[src/rtl/titan_bus_pkg.sv]
// Shared definitions for the internal instruction bus: opcodes, outcome codes,
// scheduler FSM states and the default per-core address window.
package titan_bus_pkg;

    localparam logic [7:0] OP_NOP    = 8'h00;
    localparam logic [7:0] OP_WRITE  = 8'h01;
    localparam logic [7:0] OP_READ   = 8'h02;
    localparam logic [7:0] OP_RUN    = 8'h03;
    localparam logic [7:0] OP_STATUS = 8'h04;

    localparam int unsigned DEFAULT_CORE_SPAN_LOG2 = 4;

    typedef enum logic [3:0] {
        OUT_OK         = 4'd0,
        OUT_TIMEOUT    = 4'd1,
        OUT_ERR_ADDR   = 4'd2,
        OUT_ERR_OPCODE = 4'd3
    } outcome_t;

    typedef enum logic [1:0] {
        ST_IDLE,
        ST_FORWARD,
        ST_RUN_WAIT,
        ST_CAPTURE
    } state_t;

endpackage

[src/rtl/cycle_timeout.sv]
// Wait-cycle counter with synchronous clear/enable; tc_o flags the last
// permitted wait cycle (count == TIMEOUT_CYCLES-1).
module cycle_timeout #(
    parameter int unsigned TW             = 16,
    parameter int unsigned TIMEOUT_CYCLES = 1000
) (
    input  logic clk_i,
    input  logic rst_i,
    input  logic clr_i,
    input  logic en_i,
    output logic tc_o
);

    logic [TW-1:0] count_q;

    always_ff @(posedge clk_i) begin
        if (rst_i || clr_i) begin
            count_q <= '0;
        end else if (en_i) begin
            count_q <= count_q + TW'(1);
        end
    end

    assign tc_o = (count_q == TW'(TIMEOUT_CYCLES - 1));

endmodule

[src/rtl/core_scheduler.sv]
// Routes instruction-bus transactions from the SPI instruction handler to one
// of NUM_CORES core interfaces, runs cores with a timeout and reports status.
import titan_bus_pkg::*;

module core_scheduler #(
    parameter int unsigned NUM_CORES      = 2,
    parameter int unsigned CORE_SPAN_LOG2 = DEFAULT_CORE_SPAN_LOG2,
    parameter int unsigned TIMEOUT_CYCLES = 1000,
    parameter int unsigned TW             = 16
) (
    input  logic                    clk_i,
    input  logic                    rst_i,
    input  logic [7:0]              instruction_i,
    input  logic [23:0]             address_i,
    input  logic [31:0]             value_i,
    input  logic                    instr_valid_i,
    output logic                    instr_ready_o,
    output logic                    busy_o,
    output logic [NUM_CORES-1:0]    core_sel_o,
    output logic [7:0]              core_instruction_o,
    output logic [23:0]             core_address_o,
    output logic [31:0]             core_value_o,
    output logic [NUM_CORES-1:0]    core_start_o,
    input  logic [NUM_CORES-1:0]    core_done_i,
    input  logic [32*NUM_CORES-1:0] core_result_i,
    output logic [31:0]             result_o,
    output logic [7:0]              status_o
);

    localparam int unsigned IW = 24 - CORE_SPAN_LOG2;

    state_t         state;
    outcome_t       outcome;
    logic           overrun;
    logic [2:0]     last_core;
    logic [2:0]     k_q;
    logic [7:0]     op_q;

    logic [IW-1:0]        addr_idx;
    logic                 in_range;
    logic [NUM_CORES-1:0] addr_onehot;
    logic [NUM_CORES-1:0] k_onehot;
    logic [31:0]          sel_result;
    logic                 done_sel;
    logic                 tc;

    // The full upper field is compared, so stray high address bits land out of range.
    assign addr_idx = address_i[23:CORE_SPAN_LOG2];
    assign in_range = (addr_idx < IW'(NUM_CORES));

    always_comb begin
        addr_onehot = '0;
        k_onehot    = '0;
        sel_result  = '0;
        for (int unsigned i = 0; i < NUM_CORES; i++) begin
            if (addr_idx == IW'(i)) addr_onehot[i] = 1'b1;
            if (k_q == 3'(i)) begin
                k_onehot[i] = 1'b1;
                sel_result  = core_result_i[32*i +: 32];
            end
        end
    end

    assign done_sel      = |(core_done_i & k_onehot);
    assign instr_ready_o = (state == ST_IDLE);
    assign busy_o        = ~instr_ready_o;
    assign status_o      = {last_core, overrun, outcome};

    cycle_timeout #(
        .TW             (TW),
        .TIMEOUT_CYCLES (TIMEOUT_CYCLES)
    ) u_timeout (
        .clk_i (clk_i),
        .rst_i (rst_i),
        .clr_i (state == ST_FORWARD),
        .en_i  (state == ST_RUN_WAIT),
        .tc_o  (tc)
    );

    always_ff @(posedge clk_i) begin
        if (rst_i) begin
            state              <= ST_IDLE;
            outcome            <= OUT_OK;
            overrun            <= 1'b0;
            last_core          <= '0;
            k_q                <= '0;
            op_q               <= '0;
            result_o           <= '0;
            core_sel_o         <= '0;
            core_instruction_o <= '0;
            core_address_o     <= '0;
            core_value_o       <= '0;
            core_start_o       <= '0;
        end else begin
            core_sel_o         <= '0;
            core_instruction_o <= '0;
            core_address_o     <= '0;
            core_value_o       <= '0;
            core_start_o       <= '0;
            if (instr_valid_i && state != ST_IDLE) overrun <= 1'b1;

            case (state)
                ST_IDLE: begin
                    if (instr_valid_i) begin
                        case (instruction_i)
                            OP_NOP: ;
                            OP_STATUS: begin
                                result_o <= {24'h0, status_o};
                                overrun  <= 1'b0;
                            end
                            OP_WRITE, OP_READ, OP_RUN: begin
                                if (!in_range) begin
                                    outcome <= OUT_ERR_ADDR;
                                end else begin
                                    // Bus outputs load here so they are valid during FORWARD.
                                    op_q               <= instruction_i;
                                    k_q                <= addr_idx[2:0];
                                    last_core          <= addr_idx[2:0];
                                    core_sel_o         <= addr_onehot;
                                    core_instruction_o <= instruction_i;
                                    core_address_o     <= 24'(address_i[CORE_SPAN_LOG2-1:0]);
                                    core_value_o       <= value_i;
                                    core_start_o       <= (instruction_i == OP_RUN) ? addr_onehot : '0;
                                    state              <= ST_FORWARD;
                                end
                            end
                            default: outcome <= OUT_ERR_OPCODE;
                        endcase
                    end
                end
                ST_FORWARD: begin
                    if (op_q == OP_RUN) begin
                        state <= ST_RUN_WAIT;
                    end else if (op_q == OP_WRITE) begin
                        outcome <= OUT_OK;
                        state   <= ST_IDLE;
                    end else begin
                        state <= ST_CAPTURE;
                    end
                end
                ST_CAPTURE: begin
                    result_o <= sel_result;
                    outcome  <= OUT_OK;
                    state    <= ST_IDLE;
                end
                ST_RUN_WAIT: begin
                    if (done_sel) begin
                        result_o <= sel_result;
                        outcome  <= OUT_OK;
                        state    <= ST_IDLE;
                    end else if (tc) begin
                        outcome <= OUT_TIMEOUT;
                        state   <= ST_IDLE;
                    end
                end
                default: state <= ST_IDLE;
            endcase
        end
    end

endmodule

[config.mk]
export PLATFORM = sky130hd
export DESIGN_NAME = core_scheduler
export DESIGN_NICKNAME = d
export VERILOG_FILES = /design/src/rtl/titan_bus_pkg.sv /design/src/rtl/cycle_timeout.sv /design/src/rtl/core_scheduler.sv
export SDC_FILE = /design/constraint.sdc
export NUM_CORES = 1
export LEC_CHECK = 0
export BUFFER_PORTS_ARGS = -buffer_cell sky130_fd_sc_hd__clkbuf_2
export CAP_MARGIN = 40
export CORE_ASPECT_RATIO = 1.4
export CORE_MARGIN = 2
export CORE_UTILIZATION = 35
export DETAILED_ROUTE_END_ITERATION = 8
export HOLD_SLACK_MARGIN = 0.08
export PLACE_DENSITY = 0.7
export SETUP_SLACK_MARGIN = 0.4
export SLEW_MARGIN = 5
export SYNTH_ARGS = -nofsm -noshare
export SYNTH_HDL_FRONTEND = slang
export SYNTH_HIERARCHICAL = 1
export SYNTH_SLANG_ARGS = --single-unit
[constraint.sdc]
create_clock -name clk_i -period 2.1 [get_ports clk_i]
set_input_delay 0.315 -clock clk_i [delete_from_list [all_inputs] [get_ports clk_i]]
set_output_delay 0.315 -clock clk_i [all_outputs]
set_load 0.01 [all_outputs]
* After elaboration in Yosys (flattened, before gate mapping)
Cells that the tools add are included.
Word-level totals: register bits 134, latch bits 0, bits in writable memories 0, ROM bits 0, logic and storage cells 91, memories 0
Cells by class: add/subtract/negate cells 1, multiply operators 0, divide/modulo/power cells 0, magnitude comparators 1, eq/ne operators 22, shift-type cells 0, multiplexer cells 30, bitwise gates (word level) 6, reduce and logical (&&, ||, !) cells 18
Operator list (number):
- 32-bit two-way mux | 5
- 32-bit one-hot mux with 3 select lines | 1
- 8-bit by 2-bit equality test with 1-bit output (second input constant) | 3
- 4-bit two-way mux | 6
- 20-bit by 1-bit equality test with 1-bit output (second input constant) | 1
- 20-bit logical NOT | 1
- 20-bit by 2-bit < comparator with 1-bit output (second input constant) | 1
- 16-bit by 1-bit adder with 16-bit output (second input constant) | 1
- 16-bit by 10-bit equality test with 1-bit output (second input constant) | 1
- 8-bit by 1-bit equality test with 1-bit output (second input constant) | 2
- 4-bit one-hot mux with 4 select lines | 1
- 2-bit two-way mux | 7
- 4-bit AND reduction | 3
- 2-bit inequality test (second input constant) | 5
- 8-bit by 3-bit equality test with 1-bit output (second input constant) | 1
- 8-bit logical NOT | 1
- 1-bit two-way mux | 8
- 2-bit one-hot mux with 4 select lines | 1
- 4-bit one-hot mux with 2 select lines | 1
- 2-bit by 1-bit inequality test with 1-bit output (second input constant) | 3
- 3-bit inequality test (second input constant) | 2
- 6-bit AND reduction | 1
- 6-bit OR reduction | 1
- 1-bit inverter | 5
- other kinds (14) | 16

* Longest topological paths before layout
Gate-level depths: netlist of the first run.
depth in word-level cells 6, depth in mapped cells 7, depth with buffers taken out 7

* Modules after synthesis
The synthesis of the first run kept the hierarchy.
By module, submodules not included:
- core_scheduler | instances 1, cells each 332, area an instance 3677.3 µm², seq. area each 1921.8 µm²
- cycle_timeout | instances 1, cells each 90, area an instance 815.8 µm², seq. area each 320.3 µm²

* Worst setup path after synthesis of the first run
Ideal clock, no wire load.
path type register -> register, from reg k_q[0], to reg result_o[13], library setup time 70 ps, arrival 1672 ps, required time 2030 ps, setup slack 358 ps, cell stages (with the launch flop) 8, cell sequence dfxtp_1 buf_6 mux2i_1 o31a_1 nor2_2 nor2_2 buf_2 o2bb2ai_1
Between the ends: cells in the longest elaborated chain, start to end 6, elaborated cells between the ends (all ways) 12, those cells by class 2 x eq/ne; 6 x mux; 1 x bitwise; 3 x reduce/logical
Ends and longest elaborated chain:
- start, declared | line core_scheduler.sv:36 | logic [2:0] k_q;
- start signal, assigned | line core_scheduler.sv:117 | k_q <= addr_idx[2:0];
- 3-bit by 1-bit equality test with 1-bit output or 3-bit logical NOT (tied branches) | line core_scheduler.sv:57 | if (k_q == 3'(i)) begin
- 1-bit two-way mux | line core_scheduler.sv:57
- 2-bit bitwise AND | line core_scheduler.sv:64 | assign done_sel = |(core_done_i & k_onehot);
- 2-bit OR reduction | line core_scheduler.sv:64
- 2-bit inequality test (no line)
- 4-bit AND reduction (no line)
- end signal, assigned | line core_scheduler.sv:108 | result_o <= {24'h0, status_o};
- end signal, assigned | line core_scheduler.sv:142 | result_o <= sel_result;
- end signal, assigned | line core_scheduler.sv:148 | result_o <= sel_result;
- end, declared | line core_scheduler.sv:26 | output logic [31:0] result_o,
Parallel ways exist; a longest one is shown, timed or not. The select of a mux whose other input is x is not followed. A chain may end at the register's enable or synchronous reset.

* Final worst setup path of the first run
from reg op_q[1], to reg outcome[1]
Between the ends: cells in the longest elaborated chain, start to end 3, elaborated cells between the ends (all ways) 5, those cells by class 4 x eq/ne; 1 x reduce/logical
Ends and longest elaborated chain:
- start, declared | line core_scheduler.sv:37 | logic [7:0] op_q;
- start signal, assigned | line core_scheduler.sv:116 | op_q <= instruction_i;
- 8-bit by 1-bit equality test with 1-bit output or 8-bit by 2-bit equality test with 1-bit output (tied branches) | line core_scheduler.sv:134, core_scheduler.sv:132
- 2-bit inequality test (no line)
- 6-bit AND reduction (no line) *
- end signal, assigned | line core_scheduler.sv:135 | outcome <= OUT_OK;
- end signal, assigned | line core_scheduler.sv:143 | outcome <= OUT_OK;
- end signal, assigned | line core_scheduler.sv:149 | outcome <= OUT_OK;
- end, declared | line core_scheduler.sv:33 | outcome_t outcome;
Mark *: on every way between the ends. The rest lies on a longest branch, timed or not.

==> results of run 1 <==
## worst paths after layout
kind | endpoint | cells after the start
max | outcome[1] | 6
min | core_value_o[30] | 2
max reg2reg | outcome[1] | 6
min reg2reg | result_o[30] | 1
## stage by stage
| stage | total power (uW) | hold slack, ns | util | cell area (um^2) | setup slack (ns) |
|---|---|---|---|---|---|
| 2_1_floorplan | 2300 | 0.421 | - | 4660 | 0.362 |
| 3_3_place_gp | 2440 | 0.438 | 0.454 | 5760 | 0.139 |
| 3_5_place_dp | 2440 | 0.449 | 0.454 | 5760 | 0.0775 |
| 4_1_cts | 4120 | 0.155 | 0.483 | 6130 | 0.314 |
| 5_1_grt | 4230 | 0.163 | 0.492 | 6240 | 0.181 |
| 6_report | 4060 | 0.168 | 0.492 | 6240 | 0.301 |
## timing repair
item,in CTS,in global routing
endpoints found under the hold margin,0,0
pin swaps,3,12
gates resized for setup,14,14
setup endpoints to repair,88,94
buffers inserted,3,7
cloned,2,0
## area by class of cell
| cell class | count | area share |
|---|---|---|
| repair buffers | 246 | 0.212 |
| clock buffers | 10 | 0.0367 |
| well taps | 153 | 0.0307 |
| clock inverters | 6 | 0.0100 |
| multi-input cells | 286 | 0.343 |
| flip-flops and latches | 112 | 0.361 |
| inverters | 10 | 0.00602 |
## synthesized netlist by cell type, types with 8 or more instances
master	n	share of area
mux2i_1	41	0.091
nor3_1	13	0.014
nor4_1	10	0.014
inv_1	10	0.0084
nor2_1	18	0.015
dfxtp_1	112	0.50
o2bb2ai_1	20	0.039
a21oi_1	8	0.0089
or3_1	8	0.011
buf_4	23	0.038
nand2_1	13	0.011
and2_1	45	0.063
## registers in the layout (all words and copies together) (netlist names), 3 cells and up
register            flops
core_address_o          4
op_q                    8
result_o               32
u_timeout/count_q      16
core_instruction_o      8
k_q                     3
core_value_o           32
## critical path: cells and delay by family (launching register included)
kind / cells / cell delay (ns)
AOI/OAI and AO/OA: 4 / 0.70
buffers and inverters: 1 / 0.16
DFF: 1 / 0.32
and+or+nand+nor: 1 / 0.54
## power groups by stage
stage	Combinational (uW)	Sequential, uW	Clock (uW)
2_1_floorplan	113	2190	0
3_3_place_gp	253	2180	0
3_5_place_dp	258	2190	0
4_1_cts	262	2130	1720
5_1_grt	291	2130	1810
6_report	262	2130	1660
## per-layer routing
layer  share of wire  routed length [um]  up-vias  GRT usage
met5               0                   0        -          0
met1            0.37                4330     1811      0.179
met3           0.066                 764       23     0.0374
met4           0.027                 316        0     0.0743
li1                -                   -     1943          -
met2            0.54                6220      165      0.312
## kinds of logic (layout without fill, tap and decap cells)
family	Yosys count	count (layout)
buffers and inverters	53	272
AOI/OAI and AO/OA	64	64
xor gates and xnor gates	4	4
adders and majority gates	1	1
muxes	41	41
and+or+nand+nor	146	148
other	1	28
DFF	112	112
==> impl_metrics.ini, run 1 <==
[outcome]
status = finished, final reports clean

[floorplan]
io_pins = 243
core_mm2 = 0.0127
die_h_um = 138
num_rows = 49
start_util = 0.354
die_x_um = 99.8
die-area_mm2 = 0.0138

[route]
wl_per_cell_um = 14.1
vias = 3942
drtIter0Drc = 62
ant_nets = 0
drtPass1Iterations = 4
route.detailed.drc = 0
drt-total-wl_um = 11600
drt-vias-per-instance = 4.79

[cts]
worstSkewPairLatency_ns = 0.35
cts_tree = built
cts_sinks = 112
path_clk_slew_ns = 0.08
cts_buffers = 9
hold_buffers = 0
root_buffer = clkbuf_16
clk_path_buf_depth = 2
h-tree-depth = 3

[power]
pwr_density_cell_mw_per_mm2 = 650
ir_worst_vdd_v = 0.000375
leakagePower_uw = 0.00279
seq_power_share = 0.526
p_comb_frac = 0.065
switching_share = 0.236
p_int_uw = 3100
p_clk_frac = 0.410
p_switching_uw = 958

[worst_setup_path]
cp_cell_sequence = or4_4 -> o21ai_4 -> o21a_1 -> o311ai_1 -> buf_4 -> a221oi_2
setup.worst_path.end_class = register
worstReg2RegStart = op_q[1]
rrSetupSlack_ns = 0.30
crit_slowest_cell = or4_4
max_stage_delay_ns = 0.54
critical_path.max_fanout = 2
startpoint = op_q[1]
critPathRequiredTime_ns = 2.36
crit_type = register to register
cp-start-kind = register
cp.arrival_ns = 2.06

[logic_synthesis]
synthDistinctLibCells = 57
avgSynthCellArea_um2 = 10.6
synthCells = 422
yosysWarningCount = 6
yosys.area_share.simple = 0.202
synthFlopType = dfxtp_1
synth_adder_area_share = 0.00278
seq_area_frac_synth = 0.499
synthArstFlopShare = 0
synth_xor_area_frac = 0.00780
synth_top_family_by_area = simple AND/OR/NAND/NOR gates
synth_compound_area_frac = 0.117
synth.cell_area_mm2 = 0.00449
synthMuxAreaShare = 0.0913
synth_edf_count = 0
ys_ff_latch = 112

[worst_hold_path]
hold_start = value_i[30]
hp-class = input pin to register

[layout]
final_common_cell = clkbuf_2
fin_nets = 799
drive_above_1_share = 0.458
syn_to_final_growth_pct = 38.9
fillers = 1182
diodes = 0
final_cell_count_no_fill = 823
seqCellArea_mm2 = 0.00225
final_cell_mix = clkbuf_2 (220), dfxtp_1 (105), and2_1 (45)
multi_input_area_mm2 = 0.00214

[timing]
clock.fmax_ghz = 0.556
min_period_over_period = 0.857
rsz0062_at_grt = yes
hold_viol_final = 0
period_needed_ns = 1.80
setup_tns_ns = 0
finalSetupViolCount = 0
maxSlewViolCount = 0
finalClockSkew_ns = 0.00993

[placed_design]
port-buffer-count = 220
placedCellCount = 795
hpwl_um = 8870
gp_congestion = 0.764

[global_route]
grt_max_degree = 37
grt_use_total = 0.169
grt_antenna_before_repair = 0
globalRouteOverflowTotal = 0
first_global_vias = 4008
grt_pass1_wl_um = 18700

[flow_run]
drv_cap = 0
No activity file was read; power rests on OpenSTA's default activity.
==> run 2: changes to the inputs <==
==> constraint.sdc (replaced) <==
create_clock -name clk_i -period 2.25 [get_ports clk_i]
set_input_delay 0.3375 -clock clk_i [delete_from_list [all_inputs] [get_ports clk_i]]
set_output_delay 0.3375 -clock clk_i [all_outputs]
set_load 0.01 [all_outputs]
==> run 2 against run 1 <==
Effect of this change:
- via count up 2.6%
- combinational power down 10%
- sequential cell count unchanged
- design area down 0.86%
- sequential share of layout area up 0.29 points
- power down 8.2%
- die area unchanged
- maximum frequency down 0.13%
- non-clock buffer count unchanged
- highest routed layer unchanged
==> impl_metrics.ini, run 2 (synthesis gave the netlist of run 1 again) <==
[global_route]
globalRouteOverflowTotal = 0
grt_pass1_wl_um = 18900
grt_use_total = 0.171
grt_max_degree = 37
first_global_vias = 3870
grt_antenna_before_repair = 0

[cts]
cts_buffers = 9
hold_buffers = 0
clk_path_buf_depth = 2
h-tree-depth = 3
cts_sinks = 112
cts_tree = built
root_buffer = clkbuf_16
worstSkewPairLatency_ns = 0.34
path_clk_slew_ns = 0.08

[layout]
syn_to_final_growth_pct = 37.7
fin_nets = 803
diodes = 0
final_common_cell = clkbuf_2
largestRegisters = core_value_o: 32 flops, result_o: 32 flops, u_timeout/count_q: 16 flops
final_cell_mix = clkbuf_2 (220), dfxtp_1 (108), and2_1 (45)
final_util = 0.487
drive_above_1_share = 0.446
final_cell_count_no_fill = 826

[floorplan]
num_rows = 49
die_x_um = 99.8
die-area_mm2 = 0.0138
core_mm2 = 0.0127
io_pins = 243
die_h_um = 138
start_util = 0.354

[worst_setup_path]
cp_cell_sequence = buf_6 -> or2_4 -> nor4_4 -> buf_4 -> buf_4 -> and2b_2 -> and2_1
critical_path.max_fanout = 7
crit_top_cell = buf_4
critPathRequiredTime_ns = 2.54
r2r_cells = 7
cp-start-kind = register
setup.worst_path.end_class = register
crit_family = simple AND/OR/NAND/NOR gates
crit_type = register to register
crit_buf_inv = 3
cp.arrival_ns = 2.09
worstReg2RegStart = state[1]
cp.depth = 7
startpoint = state[1]
rrSetupSlack_ns = 0.45
crit_slowest_cell = dfxtp_4
rr_endpoint = core_value_o[12]
max_stage_delay_ns = 0.37
cp-endpoint = core_value_o[12]

[timing]
setup_tns_ns = 0
hold_viol_final = 0
worst_slack_ns = 0.449
finalSetupViolCount = 0
rsz0062_at_grt = yes
min_period_over_period = 0.801
finalClockSkew_ns = 0.00708
maxSlewViolCount = 0
period_needed_ns = 1.80
slew_headroom = 0.605
worstMarginPinSlew_ns = 0.593
clock.fmax_ghz = 0.555

[power]
pwr_density_cell_mw_per_mm2 = 603
leakagePower_uw = 0.00280
ir_worst_vdd_v = 0.000351
total_power_uw = 3730

[placed_design]
hpwl_um = 9110
pre_cts_slack_ns = 0.192
gp_congestion = 0.820
placedCellCount = 795
port-buffer-count = 220

[outcome]
status = finished, final reports clean

[route]
route.detailed.drc = 0
drt-vias-per-instance = 4.89
wl_per_cell_um = 15.1
vias = 4043
ant_nets = 0
drtPass1Iterations = 5
drt-total-wl_um = 12500
drtIter0Drc = 125

[worst_hold_path]
hp-class = input pin to register
hold_start = value_i[11]

[flow_run]
drv_cap = 0
## run 2: repair_timing
item | CTS | global route
buffers inserted | 0 | 10
setup endpoints to repair | 45 | 86
pin swaps | 2 | 5
endpoints found under the hold margin | 0 | 0
cloned | 1 | 5
resized for setup | 5 | 22
## run 2: worst min-delay path by stage
stage          cells past startpoint               end  slack, ns
2_1_floorplan                      1           op_q[7]       0.42
3_3_place_gp                       1           op_q[7]       0.44
3_5_place_dp                       1           op_q[3]       0.44
4_1_cts                            2  core_value_o[31]       0.17
5_1_grt                            2   core_value_o[5]       0.17
6_report                           2  core_value_o[11]       0.19
## run 2: cell type report
class,instances,area (um^2)
inverters,10,37.5
fillers,1179,6500
clock inverters,6,57.6
multi-input cells,290,2100
clock buffers,9,225
well taps,153,191
repair buffers,246,1320
flip-flops and latches,112,2250
## run 2: per-stage QoR
stage / cell area (um^2) / hold slack (ns)
6_report: 6190 / 0.190
5_1_grt: 6190 / 0.170
4_1_cts: 6000 / 0.175
3_5_place_dp: 5700 / 0.441
3_3_place_gp: 5680 / 0.437
2_1_floorplan: 4590 / 0.421
## run 2: routing by layer
layer  part of all wire  global-route usage
met1               0.37               0.185
met3              0.068              0.0394
met4              0.029              0.0894
met5                  0                   0
met2               0.53               0.306
## run 2: power by group
group          leakage, uW  total, uW  switching [uW]  internal [uW]
Combinational      0.00176        235             113            121
Sequential        0.000907       1990            3.55           1990
Clock             0.000131       1500             740            763
Total              0.00279       3730             857           2870
